[src/rtl/atmr_mon_pkg.sv]
`default_nettype none
// +----------------------------------------------------------------------+
// | atmr_mon_pkg                                                         |
// | Shared constants, status encoding and helpers for the ATMR vote      |
// | monitor and its log FIFO.                                            |
// | Rev 1.0 - initial release                                            |
// +----------------------------------------------------------------------+
package atmr_mon_pkg;

  localparam int DEF_W            = 10;
  localparam int DEF_CNT_W        = 8;
  localparam int DEF_FAULT_THRESH = 4;
  localparam int DEF_LOG_DEPTH    = 4;

  // Log entry layout: {sample_idx[IDX_W-1:0], dis[DIS_W-1:0], syndrome[W-1:0]}
  localparam int NUM_REPL = 3;
  localparam int IDX_W    = 8;
  localparam int DIS_W    = NUM_REPL;

  typedef enum logic [1:0] {
    ST_OK       = 2'b00,
    ST_DEGRADED = 2'b01,
    ST_FAILED   = 2'b10
  } status_e;

  function automatic logic [1:0] popcount3(input logic [2:0] v);
    return {1'b0, v[0]} + {1'b0, v[1]} + {1'b0, v[2]};
  endfunction

endpackage
`default_nettype wire

[src/rtl/atmr_vote_monitor_if.sv]
`default_nettype none
// +----------------------------------------------------------------------+
// | atmr_vote_monitor_if                                                 |
// | Replica sample bus and mismatch-log handshake of the vote monitor.   |
// | Rev 1.0 - initial release                                            |
// +----------------------------------------------------------------------+
interface atmr_vote_monitor_if
  import atmr_mon_pkg::*;
#(
  parameter int W     = DEF_W,
  parameter int LOG_W = IDX_W + DIS_W + W
);

  logic             in_valid;
  logic [W-1:0]     ori_z;
  logic [W-1:0]     mai_z;
  logic [W-1:0]     men_z;
  logic             log_valid;
  logic             log_ready;
  logic [LOG_W-1:0] log_data;

  modport master (
    output in_valid, ori_z, mai_z, men_z, log_ready,
    input  log_valid, log_data
  );

  modport slave (
    input  in_valid, ori_z, mai_z, men_z, log_ready,
    output log_valid, log_data
  );

endinterface
`default_nettype wire

[src/rtl/atmr_log_fifo.sv]
`default_nettype none
// +----------------------------------------------------------------------+
// | atmr_log_fifo                                                        |
// | First-word-fall-through FIFO for mismatch log entries. A push into a |
// | full FIFO is dropped (flagged on drop) unless a pop happens in the   |
// | same cycle. DEPTH must be a power of two, at least 2.                |
// | Rev 1.0 - initial release                                            |
// +----------------------------------------------------------------------+
module atmr_log_fifo #(
  parameter int DW    = 21,
  parameter int DEPTH = 4
) (
  input  logic          clk,
  input  logic          rst_n,
  input  logic          push,
  input  logic [DW-1:0] push_data,
  output logic          drop,
  output logic          out_valid,
  input  logic          out_ready,
  output logic [DW-1:0] out_data
);

  localparam int          AW      = $clog2(DEPTH);
  localparam logic [AW:0] DEPTH_V = (AW + 1)'(DEPTH);

  logic [AW:0]   wr_ptr_q, wr_ptr_d;
  logic [AW:0]   rd_ptr_q, rd_ptr_d;
  logic [AW:0]   fill;
  logic          full;
  logic          pop;
  logic          wr_en;
  logic [DW-1:0] mem_q [DEPTH];

  assign out_valid = (wr_ptr_q != rd_ptr_q);
  assign out_data  = mem_q[rd_ptr_q[AW-1:0]];

  // Occupancy, handshake and pointer advance; a pop frees the slot a full push needs.
  always_comb begin
    fill     = wr_ptr_q - rd_ptr_q;
    full     = (fill == DEPTH_V);
    pop      = out_valid & out_ready;
    wr_en    = push & (~full | pop);
    drop     = push & full & ~pop;
    wr_ptr_d = wr_ptr_q;
    rd_ptr_d = rd_ptr_q;
    if (wr_en) wr_ptr_d = wr_ptr_q + (AW + 1)'(1);
    if (pop)   rd_ptr_d = rd_ptr_q + (AW + 1)'(1);
  end

  // Pointer registers; reset empties the FIFO.
  always_ff @(posedge clk or negedge rst_n) begin
    if (!rst_n) begin
      wr_ptr_q <= '0;
      rd_ptr_q <= '0;
    end else begin
      wr_ptr_q <= wr_ptr_d;
      rd_ptr_q <= rd_ptr_d;
    end
  end

  // Entry storage; contents are don't-care while the FIFO is empty.
  always_ff @(posedge clk) begin
    if (wr_en) mem_q[wr_ptr_q[AW-1:0]] <= push_data;
  end

endmodule
`default_nettype wire

[src/rtl/atmr_vote_monitor.sv]
`default_nettype none
// +----------------------------------------------------------------------+
// | atmr_vote_monitor                                                    |
// | 2-of-3 bitwise voter over the ori/mai/men replicas with per-replica  |
// | mismatch counters, sticky fault flags, a health status FSM and a     |
// | mismatch log FIFO.                                                   |
// | Rev 1.0 - initial release                                            |
// +----------------------------------------------------------------------+
module atmr_vote_monitor
  import atmr_mon_pkg::*;
#(
  parameter int W            = DEF_W,
  parameter int CNT_W        = DEF_CNT_W,
  parameter int FAULT_THRESH = DEF_FAULT_THRESH,
  parameter int LOG_DEPTH    = DEF_LOG_DEPTH
) (
  input  logic                clk,
  input  logic                rst_n,
  atmr_vote_monitor_if.slave  bus,
  input  logic                clr_req,
  output logic [W-1:0]        z_q,
  output logic                z_valid,
  output logic [CNT_W-1:0]    err_cnt_ori,
  output logic [CNT_W-1:0]    err_cnt_mai,
  output logic [CNT_W-1:0]    err_cnt_men,
  output logic [2:0]          fault,
  output logic [1:0]          status,
  output logic                log_ovf
);

  localparam int                LOG_W    = IDX_W + DIS_W + W;
  localparam int                CONS_W   = $clog2(FAULT_THRESH + 1);
  localparam logic [CNT_W-1:0]  CNT_MAX  = '1;
  localparam logic [CONS_W-1:0] CONS_LIM = CONS_W'(FAULT_THRESH);

  logic                             run_q;
  logic                             accept;
  logic [NUM_REPL-1:0][W-1:0]       repl;
  logic [W-1:0]                     vote;
  logic [W-1:0]                     syndrome;
  logic [NUM_REPL-1:0]              dis;
  logic [W-1:0]                     z_d;
  logic                             z_valid_q, z_valid_d;
  logic [IDX_W-1:0]                 sample_idx_q, sample_idx_d;
  logic [NUM_REPL-1:0][CNT_W-1:0]   err_cnt_q, err_cnt_d;
  logic [NUM_REPL-1:0][CONS_W-1:0]  cons_q, cons_d;
  logic [NUM_REPL-1:0]              fault_q, fault_d;
  logic                             log_ovf_q, log_ovf_d;
  logic [1:0]                       n_fault;
  status_e                          state_q, state_d;
  logic                             log_push;
  logic                             log_drop;
  logic [LOG_W-1:0]                 log_entry;

  assign repl[0] = bus.ori_z;
  assign repl[1] = bus.mai_z;
  assign repl[2] = bus.men_z;

  assign accept    = bus.in_valid & run_q;
  assign log_push  = accept & (|dis);
  assign log_entry = {sample_idx_q, dis, syndrome};
  assign n_fault   = popcount3(fault_d);

  assign z_valid     = z_valid_q;
  assign err_cnt_ori = err_cnt_q[0];
  assign err_cnt_mai = err_cnt_q[1];
  assign err_cnt_men = err_cnt_q[2];
  assign fault       = fault_q;
  assign status      = state_q;
  assign log_ovf     = log_ovf_q;

  // Re-time reset release so the first sample is taken on the second edge after rst_n rises.
  always_ff @(posedge clk or negedge rst_n) begin
    if (!rst_n) run_q <= 1'b0;
    else        run_q <= 1'b1;
  end

  // Bitwise majority, per-replica disagreement flags and the combined syndrome.
  always_comb begin
    vote     = (repl[0] & repl[1]) | (repl[0] & repl[2]) | (repl[1] & repl[2]);
    syndrome = '0;
    dis      = '0;
    for (int r = 0; r < NUM_REPL; r++) begin
      dis[r]   = |(repl[r] ^ vote);
      syndrome = syndrome | (repl[r] ^ vote);
    end
  end

  // Sample path: result and index advance only on accepted samples; clr_req leaves them alone.
  always_comb begin
    z_d          = z_q;
    z_valid_d    = accept;
    sample_idx_d = sample_idx_q;
    if (accept) begin
      z_d          = vote;
      sample_idx_d = sample_idx_q + IDX_W'(1);
    end
  end

  // Health bookkeeping on the same edge as z_valid so counters line up with the voted sample.
  always_comb begin
    err_cnt_d = err_cnt_q;
    cons_d    = cons_q;
    fault_d   = fault_q;
    log_ovf_d = log_ovf_q | log_drop;
    if (clr_req) begin
      err_cnt_d = '0;
      cons_d    = '0;
      fault_d   = '0;
      log_ovf_d = 1'b0;
    end else if (accept) begin
      for (int r = 0; r < NUM_REPL; r++) begin
        if (dis[r]) begin
          if (err_cnt_q[r] != CNT_MAX) err_cnt_d[r] = err_cnt_q[r] + CNT_W'(1);
          if (cons_q[r] != CONS_LIM)   cons_d[r]    = cons_q[r] + CONS_W'(1);
        end else begin
          cons_d[r] = '0;
        end
        if (cons_d[r] == CONS_LIM) fault_d[r] = 1'b1;
      end
    end
  end

  // Status next-state from the fault flags being written this cycle; FAILED only leaves on clr_req.
  always_comb begin
    state_d = state_q;
    if (clr_req) begin
      state_d = ST_OK;
    end else begin
      case (state_q)
        ST_OK: begin
          if (n_fault >= 2'd2)      state_d = ST_FAILED;
          else if (n_fault == 2'd1) state_d = ST_DEGRADED;
        end
        ST_DEGRADED: begin
          if (n_fault >= 2'd2) state_d = ST_FAILED;
        end
        ST_FAILED: state_d = ST_FAILED;
        default:   state_d = ST_OK;
      endcase
    end
  end

  // Sample path registers.
  always_ff @(posedge clk or negedge rst_n) begin
    if (!rst_n) begin
      z_q          <= '0;
      z_valid_q    <= 1'b0;
      sample_idx_q <= '0;
    end else begin
      z_q          <= z_d;
      z_valid_q    <= z_valid_d;
      sample_idx_q <= sample_idx_d;
    end
  end

  // Health registers and status state.
  always_ff @(posedge clk or negedge rst_n) begin
    if (!rst_n) begin
      err_cnt_q <= '0;
      cons_q    <= '0;
      fault_q   <= '0;
      log_ovf_q <= 1'b0;
      state_q   <= ST_OK;
    end else begin
      err_cnt_q <= err_cnt_d;
      cons_q    <= cons_d;
      fault_q   <= fault_d;
      log_ovf_q <= log_ovf_d;
      state_q   <= state_d;
    end
  end

  atmr_log_fifo #(
    .DW    (LOG_W),
    .DEPTH (LOG_DEPTH)
  ) u_log_fifo (
    .clk       (clk),
    .rst_n     (rst_n),
    .push      (log_push),
    .push_data (log_entry),
    .drop      (log_drop),
    .out_valid (bus.log_valid),
    .out_ready (bus.log_ready),
    .out_data  (bus.log_data)
  );

endmodule
`default_nettype wire

[src/flat_wrapper.sv]
// flat-port wrapper written by rule: the top's interface ports become plain ports
module atmr_vote_monitor_flat import atmr_mon_pkg::*;
#(
  parameter int W            = DEF_W,
  parameter int CNT_W        = DEF_CNT_W,
  parameter int FAULT_THRESH = DEF_FAULT_THRESH,
  parameter int LOG_DEPTH    = DEF_LOG_DEPTH
)
  (clk, rst_n, clr_req, z_q, z_valid, err_cnt_ori, err_cnt_mai, err_cnt_men, fault, status, log_ovf, bus_in_valid, bus_ori_z, bus_mai_z, bus_men_z, bus_log_ready, bus_log_valid, bus_log_data);
  atmr_vote_monitor_if #(.W(W)) bus_i ();
  input  logic clk;
  input  logic rst_n;
  input  logic clr_req;
  output logic [W-1:0] z_q;
  output logic z_valid;
  output logic [CNT_W-1:0] err_cnt_ori;
  output logic [CNT_W-1:0] err_cnt_mai;
  output logic [CNT_W-1:0] err_cnt_men;
  output logic [2:0] fault;
  output logic [1:0] status;
  output logic log_ovf;
  input wire logic [$bits(bus_i.in_valid)-1:0] bus_in_valid;
  input wire logic [$bits(bus_i.ori_z)-1:0] bus_ori_z;
  input wire logic [$bits(bus_i.mai_z)-1:0] bus_mai_z;
  input wire logic [$bits(bus_i.men_z)-1:0] bus_men_z;
  input wire logic [$bits(bus_i.log_ready)-1:0] bus_log_ready;
  output wire logic [$bits(bus_i.log_valid)-1:0] bus_log_valid;
  output wire logic [$bits(bus_i.log_data)-1:0] bus_log_data;
  assign bus_i.in_valid = bus_in_valid;
  assign bus_i.ori_z = bus_ori_z;
  assign bus_i.mai_z = bus_mai_z;
  assign bus_i.men_z = bus_men_z;
  assign bus_i.log_ready = bus_log_ready;
  assign bus_log_valid = bus_i.log_valid;
  assign bus_log_data = bus_i.log_data;
  atmr_vote_monitor #(.W(W), .CNT_W(CNT_W), .FAULT_THRESH(FAULT_THRESH), .LOG_DEPTH(LOG_DEPTH)) u_core (.clk(clk), .rst_n(rst_n), .bus(bus_i), .clr_req(clr_req), .z_q(z_q), .z_valid(z_valid), .err_cnt_ori(err_cnt_ori), .err_cnt_mai(err_cnt_mai), .err_cnt_men(err_cnt_men), .fault(fault), .status(status), .log_ovf(log_ovf));
endmodule
[config.mk]
export PLATFORM = sky130hd
export DESIGN_NAME = atmr_vote_monitor_flat
export DESIGN_NICKNAME = d
export VERILOG_FILES = /design/src/rtl/atmr_mon_pkg.sv /design/src/rtl/atmr_vote_monitor_if.sv /design/src/rtl/atmr_log_fifo.sv /design/src/rtl/atmr_vote_monitor.sv /design/src/flat_wrapper.sv
export SDC_FILE = /design/constraint.sdc
export NUM_CORES = 1
export LEC_CHECK = 0
export CORE_MARGIN = 5
export CORE_UTILIZATION = 60
export CTS_CLUSTER_SIZE = 14
export DETAILED_ROUTE_END_ITERATION = 16
export GPL_TIMING_DRIVEN = 1
export HOLD_SLACK_MARGIN = 0.02
export PLACE_DENSITY = 0.86
export SYNTH_ARGS = -nofsm -noshare
export SYNTH_HDL_FRONTEND = slang
export SYNTH_SLANG_ARGS = --single-unit
[constraint.sdc]
create_clock -name clk -period 7.62 [get_ports clk]
set_input_delay 1.524 -clock clk [delete_from_list [all_inputs] [get_ports clk]]
set_output_delay 1.524 -clock clk [all_outputs]
set_load 0.02 [all_outputs]
==> flow_summary.toml <==
[worst_setup_path]
endpoint_kind = "flop"
cpPeakStageDelay_ns = 0.81
crit_path_max_fanout = 15
critPathBufInv = 1
crit_type = "in2reg"
cp_data_arrival_time_ns = 5.32
path_cells = "clkdlybuf4s50_1 -> and3b_1 -> nor4_1 -> nand3_1 -> o21ai_1 -> nor3_1 -> a21oi_1 -> fa_1 -> a21oi_1 -> a21oi_1 -> o22a_1 -> nor2_1"
crit_family = "compound AO/OA/AOI/OAI gates"
crit_path_start_kind = "input pin"
cpMostUsedCell = "a21oi_1"
crit_path_top_delay_cell = "o21ai_1"
worst-endpoint-required_ns = 7.97

[logic_synthesis]
synth-edff-count = 84
synth.distinct_cells = 62
ys_seq_elements = 149
synthAdderAreaFrac_pct = 3.70
synth_ff_type = "edfxtp_1"
synth_simple_gate_area_share_pct = 17.7
netlist_instances = 595
syn_nets = 651
synth_compound_area_share_pct = 9.25
synth-async-reset-ratio_pct = 43.6
yosys.area_share.xor_xnor_pct = 2.16
synth_warnings = 0
synth_area_leader_cell = "edfxtp_1"
synth_top_family_by_area = "simple AND/OR/NAND/NOR gates"
synth_top_area_share_pct = 34.5
syn_area_um2 = 7300
synthTopCellsByArea = "edfxtp_1, dfrtp_1, mux4_2, ha_1, nor2_1"
synth_area_per_cell_um2 = 12.3
muxShareOfSynthArea_pct = 8.14
seq_area_frac_synth_pct = 56.8

[final_layout]
final_area_um2 = 9010
drive_gt1_share_pct = 9.72
n_antenna_cell = 0
area_growth_pct = 23.4
nFillCells = 748
stdcell_count = 857
fin_nets = 753

[clock_network]
tritoncts = "yes"
post_cts_buffers = 0
clk-insertion-delay-late_ns = 0.43
cts_hold_buffers = 0
numCtsBuffers = 17
cts_buffer_depth = 2
path_clk_slew_ns = 0.06
cts_resized = 0
cts_root_buffer = "clkbuf_16"
cts_sinks = 149
h-tree-depth = 4

[drt]
drc_errors = 0
viasPerCell = 6.29
drt-initial-drc-count = 411
drt_pass1_iterations = 5
ant_nets = 0
wl_per_cell_um = 19.7
wirelength_mm = 16.9
vias = 5391

[placement]
pre_cts_slack_ns = 2.34
hpwl_mm = 11.1
placed_cell_area_um2 = 8410
gp_congestion = 0.888
io_buffers = 97
dp.cells = 825

[timing]
max_freq_mhz = 201
setup_viol = 0
tightest_slew_ns = 1.14
setup_tns_ns = 0
hold_violations = 0
fin_skew_ns = 0.00813
slew_viol_final = 0
worst_slack_ns = 2.65
period_share_pct = 65.3
rsz0062_at_grt = "false"
layout_min_cycle_time_ns = 4.97
slew_headroom_pct = 23.9

[grt]
grt_max_degree = 66
grt_overflow_total = 0
grt_pass1_vias = 5506
grt_usage_pct = 24.2
antenna_found_initial = 0
grt_pass1_wl_mm = 27.2

[floorplan]
rows = 40
io_pins = 98
die_height_um = 120
core_area_um2 = 12000
initial_utilization_pct = 61.1
chipWidth_um = 120
die_area_um2 = 14500

[pwr]
p_int_uw = 1850
power.density_nw_per_um2 = 291
clkPwrFrac_pct = 32.5
p_comb_share_pct = 26.4
switching_power_uw = 774
seqPwrFrac_pct = 41.1
swShare_pct = 29.5
vdd_ir_drop_max_mv = 0.131
leakage_uw = 0.00347

[run_status]
outcome = "finished clean"

[flow_run]
max_cap_violations = 0

[min_path]
hold_path_class = "reg2reg"
-- metal layers --
layer	GRT usage, %	up-vias	part of all wire [%]
met5	0	-	0
met4	10.8	0	3.2
met3	5.75	46	5.4
met2	42.1	189	52
met1	28.7	2696	39
li1	-	2460	-
-- registers in the layout, indices dropped and copies added (netlist names) --
| register | cells |
|---|---|
| u_core.u_log_fifo.mem_q | 84 |
| u_core.z_q | 10 |
| u_core.cons_q | 9 |
| u_core.err_cnt_mai | 8 |
| u_core.err_cnt_men | 8 |
| u_core.err_cnt_ori | 8 |
| u_core.sample_idx_q | 8 |
| u_core.fault | 3 |
| u_core.u_log_fifo.rd_ptr_q | 3 |
| u_core.u_log_fifo.wr_ptr_q | 3 |
| u_core.status | 2 |
| u_core.log_ovf | 1 |
| u_core.run_q | 1 |
| u_core.z_valid | 1 |
-- worst reg2reg max path, stage by stage, from the launching register on --
cell      delay, ns
dfrtp_1        1.04
inv_1          0.11
ha_1           0.22
nor2b_1        0.14
nor3_1         0.07
o211ai_1       0.30
and2_1         0.28
and3_1         0.95
-- synthesized netlist by cell type, types with 5 or more instances --
master / number
nor2_1: 44
and3b_1: 16
xnor2_1: 13
o21ai_0: 30
clkbuf_1: 12
o31ai_1: 7
nand3b_1: 5
mux4_2: 21
dfrtp_1: 65
and3_1: 19
nand2_1: 36
mux2_1: 6
a21oi_1: 20
nand4_1: 5
edfxtp_1: 84
a21o_1: 11
nor4_1: 14
o211ai_1: 5
inv_1: 19
nand3_1: 23
nor3b_1: 17
ha_1: 20
nor2b_1: 13
nor3_1: 18
xor2_1: 5
or3_1: 5
-- path summary, 6_finish.rpt --
check	from	slack, ns	cells past startpoint	end
worst max register to register	u_core.u_log_fifo.rd_ptr_q[1]	4.13	7	u_core.u_log_fifo.mem_q[0][19]
worst max-delay path	bus_ori_z[9]	2.65	12	u_core.status[1]
min in group asynchronous	rst_n	1.31	2	u_core.err_cnt_men[0]
worst min register to register	u_core.z_q[5]	0.49	2	u_core.z_q[5]
worst min-delay path	u_core.z_q[5]	0.49	2	u_core.z_q[5]
max in group asynchronous	rst_n	5.75	2	u_core.u_log_fifo.rd_ptr_q[0]
-- stage by stage --
step	utilization, %	power [uW]	hold slack [ns]
after CTS	75.4	2640	0.488
after detailed placement	70.3	1790	0.475
after floorplan	-	1480	0.462
after global routing	75.4	2740	0.510
after global placement	70.3	1760	0.463
final	75.4	2620	0.488
-- cell families (layout without fill, tap and decap cells) --
logic type      Yosys count  count (layout)
buf+inv                  40             155
other cells               1               1
compound gates          102             102
fa+ha+maj                21              21
mux                      32              32
flops                   149             149
simple gates            232             232
xor+xnor                 18              18
-- layout make-up --
class / count / area [um^2] / share of cell area, %
clock buffers: 21 / 450 / 5.00
clock inverters: 11 / 150 / 1.67
inverters: 21 / 78.8 / 0.875
flip-flops and latches: 149 / 4150 / 46.0
multi-input cells: 406 / 3000 / 33.3
repair buffers: 102 / 1000 / 11.1
well taps: 147 / 184 / 2.04
-- power groups by stage --
| stage | logic [uW] | registers [uW] | clock network, uW |
|---|---|---|---|
| after floorplan | 433 | 1050 | 0 |
| after CTS | 702 | 1080 | 861 |
| after global placement | 676 | 1080 | 0 |
| after global routing | 744 | 1090 | 901 |
| final | 693 | 1080 | 851 |
| after detailed placement | 696 | 1090 | 0 |
-- cell usage in the layout, fill, tap and decap left out, types with 6 or more instances in the layout --
cell	count
clkdlybuf4s50_1	96
edfxtp_1	84
dfrtp_1	65
nor2_1	44
nand2_1	36
o21ai_0	30
nand3_1	23
mux4_2	21
a21oi_1	20
ha_1	20
inv_1	19
and3_1	19
nor3_1	18
nor3b_1	17
clkbuf_16	17
and3b_1	16
nor4_1	14
nor2b_1	13
xnor2_1	13
a21o_1	11
o31ai_1	7
mux2_1	6
Power figures use the tool's default switching activity.
